[src/rtl/lcd_reader.sv]
// Reads 1..4 bytes from a character-LCD panel, packing them MSB-first into data_out.
// Optional busy-flag polling is enabled by defining LCD_READER_BUSYPOLL_EN.
module lcd_reader #(
  parameter int T_SETUP = 8,
  parameter int T_EN    = 24,
  parameter int T_HOLD  = 25
) (
  input  logic        clk,
  input  logic        rst_n,
  input  logic        req,
  input  logic        req_rs,
  input  logic [2:0]  req_count,
  input  logic [7:0]  LCD_DATA,
  output logic        LCD_RW,
  output logic        LCD_RS,
  output logic        LCD_EN,
  output logic [31:0] data_out,
  output logic        valid,
  output logic        busy,
  output logic        timeout
);

  typedef enum logic [2:0] {S_IDLE, S_SETUP, S_ENABLE, S_HOLD, S_DONE} state_t;
  localparam int CW = 16;

  state_t        r_state;
  logic [CW-1:0] r_cnt;
  logic [1:0]    r_idx;
  logic [1:0]    r_last;
  logic          r_rw;
  logic          r_rs;
  logic          r_en;
  logic          r_valid;
  logic          r_busy;
  logic [31:0]   r_data;
`ifdef LCD_READER_BUSYPOLL_EN
  logic          r_poll;
  logic          r_timeout;
  logic [11:0]   r_polls;
`endif

  logic       w_cnt_zero;
  logic       w_more;
  logic [4:0] w_base;
  logic [1:0] w_last;

  assign w_cnt_zero = (r_cnt == '0);
  assign w_more     = (r_idx != r_last);
  assign w_base     = 5'd31 - {r_idx, 3'b000};

  // 0 reads one byte, 5..7 read four.
  always_comb begin
    w_last = 2'd3;
    case (req_count)
      3'd0, 3'd1: w_last = 2'd0;
      3'd2:       w_last = 2'd1;
      3'd3:       w_last = 2'd2;
      default:    w_last = 2'd3;
    endcase
  end

  always_ff @(posedge clk or negedge rst_n) begin
    if (!rst_n) begin
      r_state <= S_IDLE;
      r_cnt   <= '0;
      r_idx   <= '0;
      r_last  <= '0;
      r_rw    <= 1'b0;
      r_rs    <= 1'b0;
      r_en    <= 1'b0;
      r_valid <= 1'b0;
      r_busy  <= 1'b0;
      r_data  <= '0;
`ifdef LCD_READER_BUSYPOLL_EN
      r_poll    <= 1'b0;
      r_timeout <= 1'b0;
      r_polls   <= '0;
`endif
    end else begin
      r_valid <= 1'b0;
      case (r_state)
        S_IDLE: begin
          if (req) begin
            r_state <= S_SETUP;
            r_rs    <= req_rs;
            r_rw    <= 1'b1;
            r_busy  <= 1'b1;
            r_data  <= '0;
            r_idx   <= '0;
            r_last  <= w_last;
            r_cnt   <= CW'(T_SETUP - 1);
`ifdef LCD_READER_BUSYPOLL_EN
            r_poll    <= ~req_rs;
            r_timeout <= 1'b0;
            r_polls   <= '0;
            if (!req_rs) r_last <= 2'd0;
`endif
          end
        end
        S_SETUP: begin
          if (w_cnt_zero) begin
            r_state <= S_ENABLE;
            r_en    <= 1'b1;
            r_cnt   <= CW'(T_EN - 1);
          end else begin
            r_cnt <= r_cnt - 1'b1;
          end
        end
        S_ENABLE: begin
          if (w_cnt_zero) begin
            r_data[w_base -: 8] <= LCD_DATA;
            r_en    <= 1'b0;
            r_state <= S_HOLD;
            r_cnt   <= CW'(T_HOLD - 1);
          end else begin
            r_cnt <= r_cnt - 1'b1;
          end
        end
        S_HOLD: begin
          if (!w_cnt_zero) begin
            r_cnt <= r_cnt - 1'b1;
          end else
`ifdef LCD_READER_BUSYPOLL_EN
          // In poll mode the status byte always lands in [31:24]; bit 31 is the busy flag.
          if (r_poll) begin
            if (r_data[31] && r_polls != 12'hFFF) begin
              r_polls <= r_polls + 12'd1;
              r_state <= S_SETUP;
              r_cnt   <= CW'(T_SETUP - 1);
            end else begin
              r_timeout <= r_data[31];
              r_state   <= S_DONE;
              r_valid   <= 1'b1;
              r_rw      <= 1'b0;
            end
          end else
`endif
          if (w_more) begin
            r_idx   <= r_idx + 2'd1;
            r_state <= S_SETUP;
            r_cnt   <= CW'(T_SETUP - 1);
          end else begin
            r_state <= S_DONE;
            r_valid <= 1'b1;
            r_rw    <= 1'b0;
          end
        end
        S_DONE: begin
          r_state <= S_IDLE;
          r_busy  <= 1'b0;
        end
        default: r_state <= S_IDLE;
      endcase
    end
  end

  assign LCD_RW   = r_rw;
  assign LCD_RS   = r_rs;
  assign LCD_EN   = r_en;
  assign data_out = r_data;
  assign valid    = r_valid;
  assign busy     = r_busy;
`ifdef LCD_READER_BUSYPOLL_EN
  assign timeout  = r_timeout;
`else
  assign timeout  = 1'b0;
`endif

endmodule

[config.mk]
export PLATFORM = sky130hd
export DESIGN_NAME = lcd_reader
export DESIGN_NICKNAME = d
export VERILOG_FILES = /design/src/rtl/lcd_reader.sv
export SDC_FILE = /design/constraint.sdc
export NUM_CORES = 1
export LEC_CHECK = 0
export ABC_AREA = 1
export BUFFER_PORTS_ARGS = -buffer_cell sky130_fd_sc_hd__clkbuf_2
export CORE_ASPECT_RATIO = 0.8
export CORE_MARGIN = 3
export CORE_UTILIZATION = 50
export CTS_CLUSTER_DIAMETER = 40
export DETAILED_ROUTE_END_ITERATION = 8
export PLACE_DENSITY = 0.79
export SYNTH_ARGS = -nofsm -noshare
export SYNTH_HDL_FRONTEND = slang
export SYNTH_SLANG_ARGS = --single-unit
[constraint.sdc]
create_clock -name clk -period 1.6 [get_ports clk]
set_input_delay 0.16 -clock clk [delete_from_list [all_inputs] [get_ports clk]]
set_output_delay 0.16 -clock clk [all_outputs]
set_load 0.03 [all_outputs]
==> impl_metrics.yaml, run 1 <==
status:
  outcome: "finished, violations left"
  failed_checks: "setup timing"
setup_path:
  r2r-start: "r_cnt[1]"
  endpoint_kind: "flip-flop"
  timing.critical_path.fanout_max: 12
  worstSetupStartpointType: "flip-flop"
  setup_crit_path_kind: "reg2reg"
  startpoint: "r_cnt[1]"
  crit_required_ns: 1.82
  timing.critical_path.arrival_ns: 1.87
global_routing:
  globalRouteOverflowTotal: 0
  first_pass_grt_wire_length_mm: 14.7
  track_usage_pct: 22.9
  grt_antenna_before_repair: 0
  grt_max_degree: 61
  grt_pass1_vias: 3101
drt:
  wirelength_mm: 9.54
  drt_pass1_iterations: 5
  antenna_left: 0
  overall_via_count_from_detail_route: 3351
  vias_per_cell: 5.42
  routed_wire_length_per_instance_um: 15.4
  post-route-drc-count: 0
  first_iter_violations: 248
worst_hold_path:
  hold_path.startpoint: "req_rs"
  worst_hold_path_type: "in2reg"
sta:
  drv_slew: 0
  layout_min_cycle_time_ns: 1.65
  report.final.setup_viol: 20
  final.setup_skew_ns: 0.00897
  grt_setup_unrepaired: "yes"
  fmax_mhz: 606
  timing.final.ws_setup_ns: -0.0510
  min_period_over_period_pct: 103
  finalHoldWorstSlack_ns: 0.0234
  timing.final.hold_violations: 0
yosys:
  share_of_the_synthesized_area_in_the_top_cell_type_pct: 42.4
  netlist.top_cell.by_area: "dfrtp_1"
  ys_types: 37
  synth.yosys.warnings: 0
  synth_top_cells_by_count: "nand2_1, dfrtp_1, nand3_1"
  average_instance_area_after_synthesis_um2: 8.37
  synth_seq_cells: 60
  synth_async_sr_flop_share_pct: 100
  synthCells: 423
  seq_area_frac_synth_pct: 42.4
  synth_enable_flop_cells: 0
  synth_ff_type: "dfrtp_1"
  syn_nets: 443
  synth_area_mm2: 0.00354
  netlist_top_cells_area: "dfrtp_1, nand2_1, o21ai_2"
  yosys.cell_count.top_type: "nand2_1"
pwr:
  ir_worst_vdd_v: 0.000379
  fin_total_pwr_mw: 3.13
  power.density_mw_per_mm2: 671
  leakage_dissipation_nw: 2.29
layout:
  diode_insertion_count_for_antenna_repair: 0
  drive_above_1_share_pct: 43.1
  multiInputGateArea_mm2: 0.00192
  nNetsFinal: 549
  syn_to_final_growth_pct: 31.7
  fin_area_mm2: 0.00466
  fillers: 494
  seqCellArea_mm2: 0.00150
clocking:
  cts.clk_slew.worst_paths_ns: 0.07
  tritoncts_num_sinks: 60
  cts_htree_levels: 3
  tritoncts: "done"
  clock_insertion_delay_worst_skew_ns: 0.34
  clockRootBuffer: "clkbuf_8"
  cts_buffer_depth: 2
  clock_buffer_count_from_cts: 9
placed_design:
  io_buffer_count: 51
  detailed_place_hpwl_mm: 6.52
  dp_worst_setup_slack_ns: -0.0357
  placedInstanceArea_mm2: 0.00422
  gpl.final_weighted_congestion: 0.820
floorplan:
  top_level_ports: 53
  die_area_mm2: 0.00813
  std_cell_rows: 26
  die-width_um: 100
  core_mm2: 0.00664
  die_y_um: 81.3
  start_util_pct: 53.3
run:
  maxCapViolations: 0
cell type report:
type | count | share of cell area, %
inverters | 43 | 3.46
multi-input cells | 305 | 41.1
flip-flops and latches | 60 | 32.2
clock buffers | 9 | 2.66
clock inverters | 7 | 1.96
well taps | 84 | 2.25
repair buffers | 110 | 16.4
metal layers:
| metal | vias up | GRT usage [%] | wire (um) |
|---|---|---|---|
| li1 | 1604 | - | - |
| met1 | 1588 | 33.2 | 4240 |
| met2 | 145 | 34.8 | 4470 |
| met3 | 14 | 5.15 | 689 |
| met4 | 0 | 5.92 | 142 |
| met5 | - | 0 | 0 |
sequential cells by signal (all words and copies together) (netlist names):
register	cells
LCD_EN	1
LCD_RS	1
LCD_RW	1
busy	1
data_out	32
r_cnt	16
r_idx	2
r_last	2
r_state	3
valid	1
cell families (layout without fill, tap and decap cells):
| family | count (synthesis) | after routing | share of synthesized area (%) |
|---|---|---|---|
| AND/OR/NAND/NOR | 228 | 228 | 31.7 |
| AO/OA/AOI/OAI | 63 | 63 | 14.1 |
| flip-flops | 60 | 60 | 42.4 |
| buffers and inverters | 58 | 169 | 7.95 |
| XOR/XNOR | 8 | 8 | 1.98 |
| adder cells (fa/ha/maj) | 5 | 5 | 1.77 |
| other | 1 | 1 | 0.106 |
power by group:
group	switching (mW)	total, mW	internal, mW
combinational	0.0740	0.105	0.0309
sequential	0.00432	1.53	1.52
clock	0.629	1.50	0.870
total	0.707	3.13	2.42
worst max-delay path, stage by stage (launching register included):
cell	delay [ns]
dfrtp_1	0.40
inv_2	0.08
ha_4	0.15
nand2_4	0.08
nor2_1	0.24
nand2_2	0.15
buf_4	0.21
o2111ai_1	0.13
nand3_2	0.09
final timing paths:
check	endpoint	slack [ns]	cells past startpoint
max in group asynchronous	r_cnt[4]	0.95	3
hold / removal	LCD_RS	0.02	3
setup / recovery	r_cnt[13]	-0.05	8
min in group asynchronous	r_cnt[7]	0.35	3
hold reg to reg	data_out[11]	0.49	2
setup reg to reg	r_cnt[13]	-0.05	8
stage by stage:
stage               cells  TNS (ns)  util, %
finish                618    -0.385     70.3
global route          618     -3.66     70.3
CTS                   612   -0.0783     67.2
detailed placement    595   -0.0494     63.6
global placement      595         0     63.6
floorplan             423    -0.269        -
cell usage in the layout, fill, tap and decap left out, types with 27 or more instances in the layout:
cell,netlist,layout
buf_4,3,52
clkbuf_2,0,51
dfrtp_1,60,59
inv_1,40,37
nand2_1,103,84
nand2_2,11,29
nand3_1,47,46
nor2_1,33,27
o21ai_2,33,33
timing repair:
item / CTS / global route
buffers inserted: 0 / 5
gates cloned: 0 / 1
pin swaps: 0 / 2
gates resized for setup: 3 / 40
hold buffers: 1 / 0
endpoints found under the setup margin: 10 / 51
hold endpoints to repair: 60 / 0
Note: power is estimated with default switching activity, not from simulation.
==> run 2: changes to the inputs <==
--- a/config.mk
+++ b/config.mk
@@ -7,12 +7,16 @@
 export LEC_CHECK = 0
 export ABC_AREA = 1
 export BUFFER_PORTS_ARGS = -buffer_cell sky130_fd_sc_hd__clkbuf_2
+export CELL_PAD_IN_SITES_DETAIL_PLACEMENT = 1
+export CELL_PAD_IN_SITES_GLOBAL_PLACEMENT = 2
 export CORE_ASPECT_RATIO = 0.8
 export CORE_MARGIN = 3
-export CORE_UTILIZATION = 50
+export CORE_UTILIZATION = 31
 export CTS_CLUSTER_DIAMETER = 40
 export DETAILED_ROUTE_END_ITERATION = 8
-export PLACE_DENSITY = 0.79
+export PLACE_DENSITY = 0.82
+export SETUP_SLACK_MARGIN = 0.5
+export SKIP_CTS_REPAIR_TIMING = 1
 export SYNTH_ARGS = -nofsm -noshare
 export SYNTH_HDL_FRONTEND = slang
 export SYNTH_SLANG_ARGS = --single-unit
==> impl_metrics.yaml, run 2 (synthesis results as in run 1) <==
sta:
  drv_slew: 0
  timing.final.hold_violations: 0
  timing.final.ws_setup_ns: -0.0709
  layout_min_cycle_time_ns: 1.67
  min_period_over_period_pct: 104
  finalSetupTns_ns: -0.132
  report.final.setup_viol: 6
  fmax_mhz: 598
  final.setup_skew_ns: 0.00876
  grt_setup_unrepaired: "yes"
setup_path:
  worstSetupStartpointType: "flip-flop"
  critical_path.n_buffers_inverters: 3
  crit_path_cells: "buf_4, nor2_2, nand2_1, nor2_2, buf_4, buf_4, xor2_1, o2111ai_1, nand2_1"
  endpoint_kind: "flip-flop"
  timing.critical_path.fanout_max: 3
  top_delay_family_on_crit_path: "simple AND/OR/NAND/NOR gates"
  slowest_stage: "dfrtp_2"
  slowest_delay_ns: 0.44
  crit_required_ns: 1.87
  crit_path_frequent_cell: "buf_4"
  timing.critical_path.arrival_ns: 1.94
  setup_crit_path_kind: "reg2reg"
layout:
  syn_to_final_growth_pct: 45.2
  finalCoreUtilization_pct: 46.7
  stdcell_count: 683
  number_of_flip_flops_in_the_largest_register: 32
  nNetsFinal: 554
  diode_insertion_count_for_antenna_repair: 0
  drive_above_1_share_pct: 47.9
  mostFrequentLayoutCells: "nand2_1, buf_4, dfrtp_1"
  layout.cells.most_common: "nand2_1"
  fin_area_mm2: 0.00514
pwr:
  leakage_dissipation_nw: 2.44
  p_switching_mw: 0.798
  share_clk_of_total_power_pct: 59.4
  ir_worst_vdd_v: 0.000449
  power.density_mw_per_mm2: 787
  pwr-share-seq_pct: 37.8
  switching_share_pct: 19.7
  comb_power_share_pct: 2.8
  p_int_mw: 3.25
clocking:
  cts_buffer_depth: 2
  cts_htree_levels: 3
  tritoncts_num_sinks: 60
  clock_buffer_count_from_cts: 9
  tritoncts: "done"
  cts.clk_slew.worst_paths_ns: 0.05
  clock_insertion_delay_worst_skew_ns: 0.33
  clockRootBuffer: "clkbuf_16"
status:
  outcome: "finished, violations left"
  failed_checks: "setup timing"
drt:
  routed_wire_length_per_instance_um: 16.5
  overall_via_count_from_detail_route: 3355
  vias_per_cell: 4.91
  drt_pass1_iterations: 5
  post-route-drc-count: 0
  antenna_left: 0
  first_iter_violations: 107
  wirelength_mm: 11.3
global_routing:
  grt_antenna_before_repair: 0
  grt_max_degree: 61
  first_pass_grt_wire_length_mm: 17.4
  grt_pass1_vias: 3340
  globalRouteOverflowTotal: 0
  track_usage_pct: 17.0
worst_hold_path:
  worst_hold_path_type: "in2reg"
floorplan:
  top_level_ports: 53
  die_area_mm2: 0.0127
  die-width_um: 125
  std_cell_rows: 34
  start_util_pct: 32.1
  core_mm2: 0.0110
  die_y_um: 102
placed_design:
  placedInstanceArea_mm2: 0.00427
  dp_worst_setup_slack_ns: -0.0486
  io_buffer_count: 51
  dp_cells: 649
  detailed_place_hpwl_mm: 7.66
  gpl.final_weighted_congestion: 0.810
run:
  maxCapViolations: 0
-- run 2: power by group through the flow --
| stage | Clock [mW] | Sequential (mW) | Combinational, mW |
|---|---|---|---|
| floorplan | 0 | 1.56 | 0.0269 |
| global placement | 0 | 1.55 | 0.105 |
| detailed placement | 0 | 1.55 | 0.107 |
| CTS | 2.45 | 1.53 | 0.108 |
| global route | 2.52 | 1.53 | 0.126 |
| finish | 2.40 | 1.53 | 0.112 |
-- run 2: cell type report --
| cell class | count | area [um^2] |
|---|---|---|
| timing repair buffer | 114 | 837 |
| sequential | 60 | 1510 |
| fill | 1293 | 5880 |
| tap | 144 | 180 |
| clock inverter | 3 | 90.1 |
| multi-input combinational | 306 | 2080 |
| inverter | 43 | 171 |
| clock buffer | 13 | 280 |
-- run 2: path summary, 6_finish.rpt --
path | from | end | slack (ns) | depth (start not counted)
worst max-delay path | r_cnt[6] | r_cnt[7] | -0.07 | 9
worst min-delay path | req_rs | LCD_RS | 0.03 | 3
worst max register to register | r_cnt[6] | r_cnt[7] | -0.07 | 9
worst min register to register | data_out[5] | data_out[5] | 0.49 | 2
max in group asynchronous | rst_n | r_state[2] | 0.91 | 3
min in group asynchronous | rst_n | data_out[8] | 0.38 | 3
-- run 2: routing by layer --
metal	GRT usage (%)	share of wire [%]	vias to the layer above
met5	0	0	-
met4	4.33	0.98	0
met3	4.22	3.1	9
met2	26.9	47	51
met1	23.5	49	1688
li1	-	-	1607
-- run 2: tightest hold or removal path: stages --
cell	delay, ns
clkbuf_2	0.07
nand2_1	0.04
nand2_1	0.05
-- run 2: through the flow --
stage	hold WS (ns)	total power [mW]
after floorplan	-0.136	1.59
after global placement	0.201	1.66
after detailed placement	0.207	1.66
after CTS	-0.154	4.09
after global routing	0.0521	4.17
final	0.0294	4.05
==> run 3: changes to the inputs <==
--- a/config.mk
+++ b/config.mk
@@ -14,7 +14,7 @@
 export CORE_UTILIZATION = 31
 export CTS_CLUSTER_DIAMETER = 40
 export DETAILED_ROUTE_END_ITERATION = 8
-export PLACE_DENSITY = 0.82
+export PLACE_DENSITY = 0.81
 export SETUP_SLACK_MARGIN = 0.5
 export SKIP_CTS_REPAIR_TIMING = 1
 export SYNTH_ARGS = -nofsm -noshare
==> impl_metrics.yaml, run 3 (synthesis results as in run 1) <==
status:
  outcome: "finished, violations left"
  failed_checks: "setup timing"
layout:
  number_of_flip_flops_in_the_largest_register: 32
  finalCoreUtilization_pct: 48.4
  mostFrequentLayoutCells: "nand2_1, buf_4, dfrtp_1"
  stdcell_count: 688
  layout.cells.most_common: "nand2_1"
  drive_above_1_share_pct: 51.1
  diode_insertion_count_for_antenna_repair: 0
  nNetsFinal: 560
  syn_to_final_growth_pct: 50.6
  fin_area_mm2: 0.00533
setup_path:
  top_delay_family_on_crit_path: "simple AND/OR/NAND/NOR gates"
  worstSetupStartpointType: "flip-flop"
  crit_path_cells: "nor2_4, nand3_4, nor2_8, nand2_4, buf_6, o21ai_4, clkbuf_16, a22oi_1"
  timing.critical_path.fanout_max: 8
  slowest_delay_ns: 0.40
  slowest_stage: "dfrtp_1"
  critical_path.n_buffers_inverters: 2
  setup_crit_path_kind: "reg2reg"
  endpoint_kind: "flip-flop"
  crit_required_ns: 1.81
  timing.critical_path.arrival_ns: 1.84
global_routing:
  grt.busiest_layer: "met2"
  grt_max_degree: 61
  grt_pass1_vias: 3274
  grt_antenna_before_repair: 0
  globalRouteOverflowTotal: 0
  groute.layer.met1.usage_pct: 24.0
  globalRouteMet2Util_pct: 24.2
  track_usage_pct: 16.5
  met3_usage_pct: 4.06
  first_pass_grt_wire_length_mm: 16.7
drt:
  post-route-drc-count: 0
  overall_via_count_from_detail_route: 3316
  wirelength_mm: 11.2
  antenna_left: 0
  first_iter_violations: 143
  vias_per_cell: 4.82
  routed_wire_length_per_instance_um: 16.3
  drt_pass1_iterations: 4
sta:
  grt_setup_unrepaired: "yes"
  min_period_over_period_pct: 102
  final.setup_skew_ns: 0.00731
  timing.final.hold_violations: 0
  fmax_mhz: 613
  timing.final.ws_setup_ns: -0.0321
  drv_slew: 0
  layout_min_cycle_time_ns: 1.63
  report.final.setup_viol: 33
floorplan:
  die_y_um: 102
  die-width_um: 125
  start_util_pct: 32.1
  std_cell_rows: 34
  top_level_ports: 53
  die_area_mm2: 0.0127
  core_mm2: 0.0110
pwr:
  fin_total_pwr_mw: 3.90
  power.density_mw_per_mm2: 732
  leakage_dissipation_nw: 2.49
  ir_worst_vdd_v: 0.000478
clocking:
  clock_buffer_count_from_cts: 9
  cts_htree_levels: 3
  tritoncts_num_sinks: 60
  cts_buffer_depth: 2
  cts.clk_slew.worst_paths_ns: 0.06
  tritoncts: "done"
  clock_insertion_delay_worst_skew_ns: 0.34
  clockRootBuffer: "clkbuf_16"
placed_design:
  gpl.final_weighted_congestion: 0.820
  dp_cells: 650
  detailed_place_hpwl_mm: 7.47
  placedInstanceArea_mm2: 0.00428
  io_buffer_count: 51
worst_hold_path:
  worst_hold_path_type: "in2reg"
run:
  maxCapViolations: 0
## run 3: routing by layer
layer,part of all wire (%),routed length (um),vias up
met3,3.9,435,7
met4,0.58,65,0
met2,46,5120,54
met5,0,0,-
met1,50,5620,1630
li1,-,-,1625
## run 3: per-stage QoR
step / hold WS [ns] / TNS [ns] / setup slack [ns]
floorplan: -0.136 / -0.269 / -0.0345
global placement: 0.202 / -0.103 / -0.0102
detailed placement: 0.208 / -0.538 / -0.0416
CTS: -0.148 / -0.994 / -0.0597
global route: 0.0712 / -3.19 / -0.101
finish: 0.0449 / -0.373 / -0.0321
## run 3: cell type report
type                       instances  area (um^2)
multi-input combinational        309         2230
fill                            1275         5690
clock buffer                      10          239
tap                              144          180
inverter                          43          171
timing repair buffer             117          905
sequential                        60         1510
clock inverter                     5          100
## run 3: worst paths after layout
kind,start,to,slack [ns],cells past startpoint
worst max-delay path,r_cnt[14],r_cnt[1],-0.03,8
worst min-delay path,req_rs,LCD_RS,0.04,3
worst max register to register,r_cnt[14],r_cnt[1],-0.03,8
worst min register to register,LCD_RS,LCD_RS,0.49,2
max in group asynchronous,rst_n,r_idx[0],0.92,3
min in group asynchronous,rst_n,data_out[15],0.39,3
## run 3: power breakdown
part	total [mW]	internal, mW	leakage (nW)	switching (mW)
clock	2.26	1.55	0.168	0.713
sequential	1.53	1.52	0.748	0.00563
combinational	0.113	0.0340	1.57	0.0794
## run 3: worst min-delay path, cell delays in order
cell and delay [ns]:
clkbuf_2 0.08, nand2_1 0.06, nand2_2 0.06
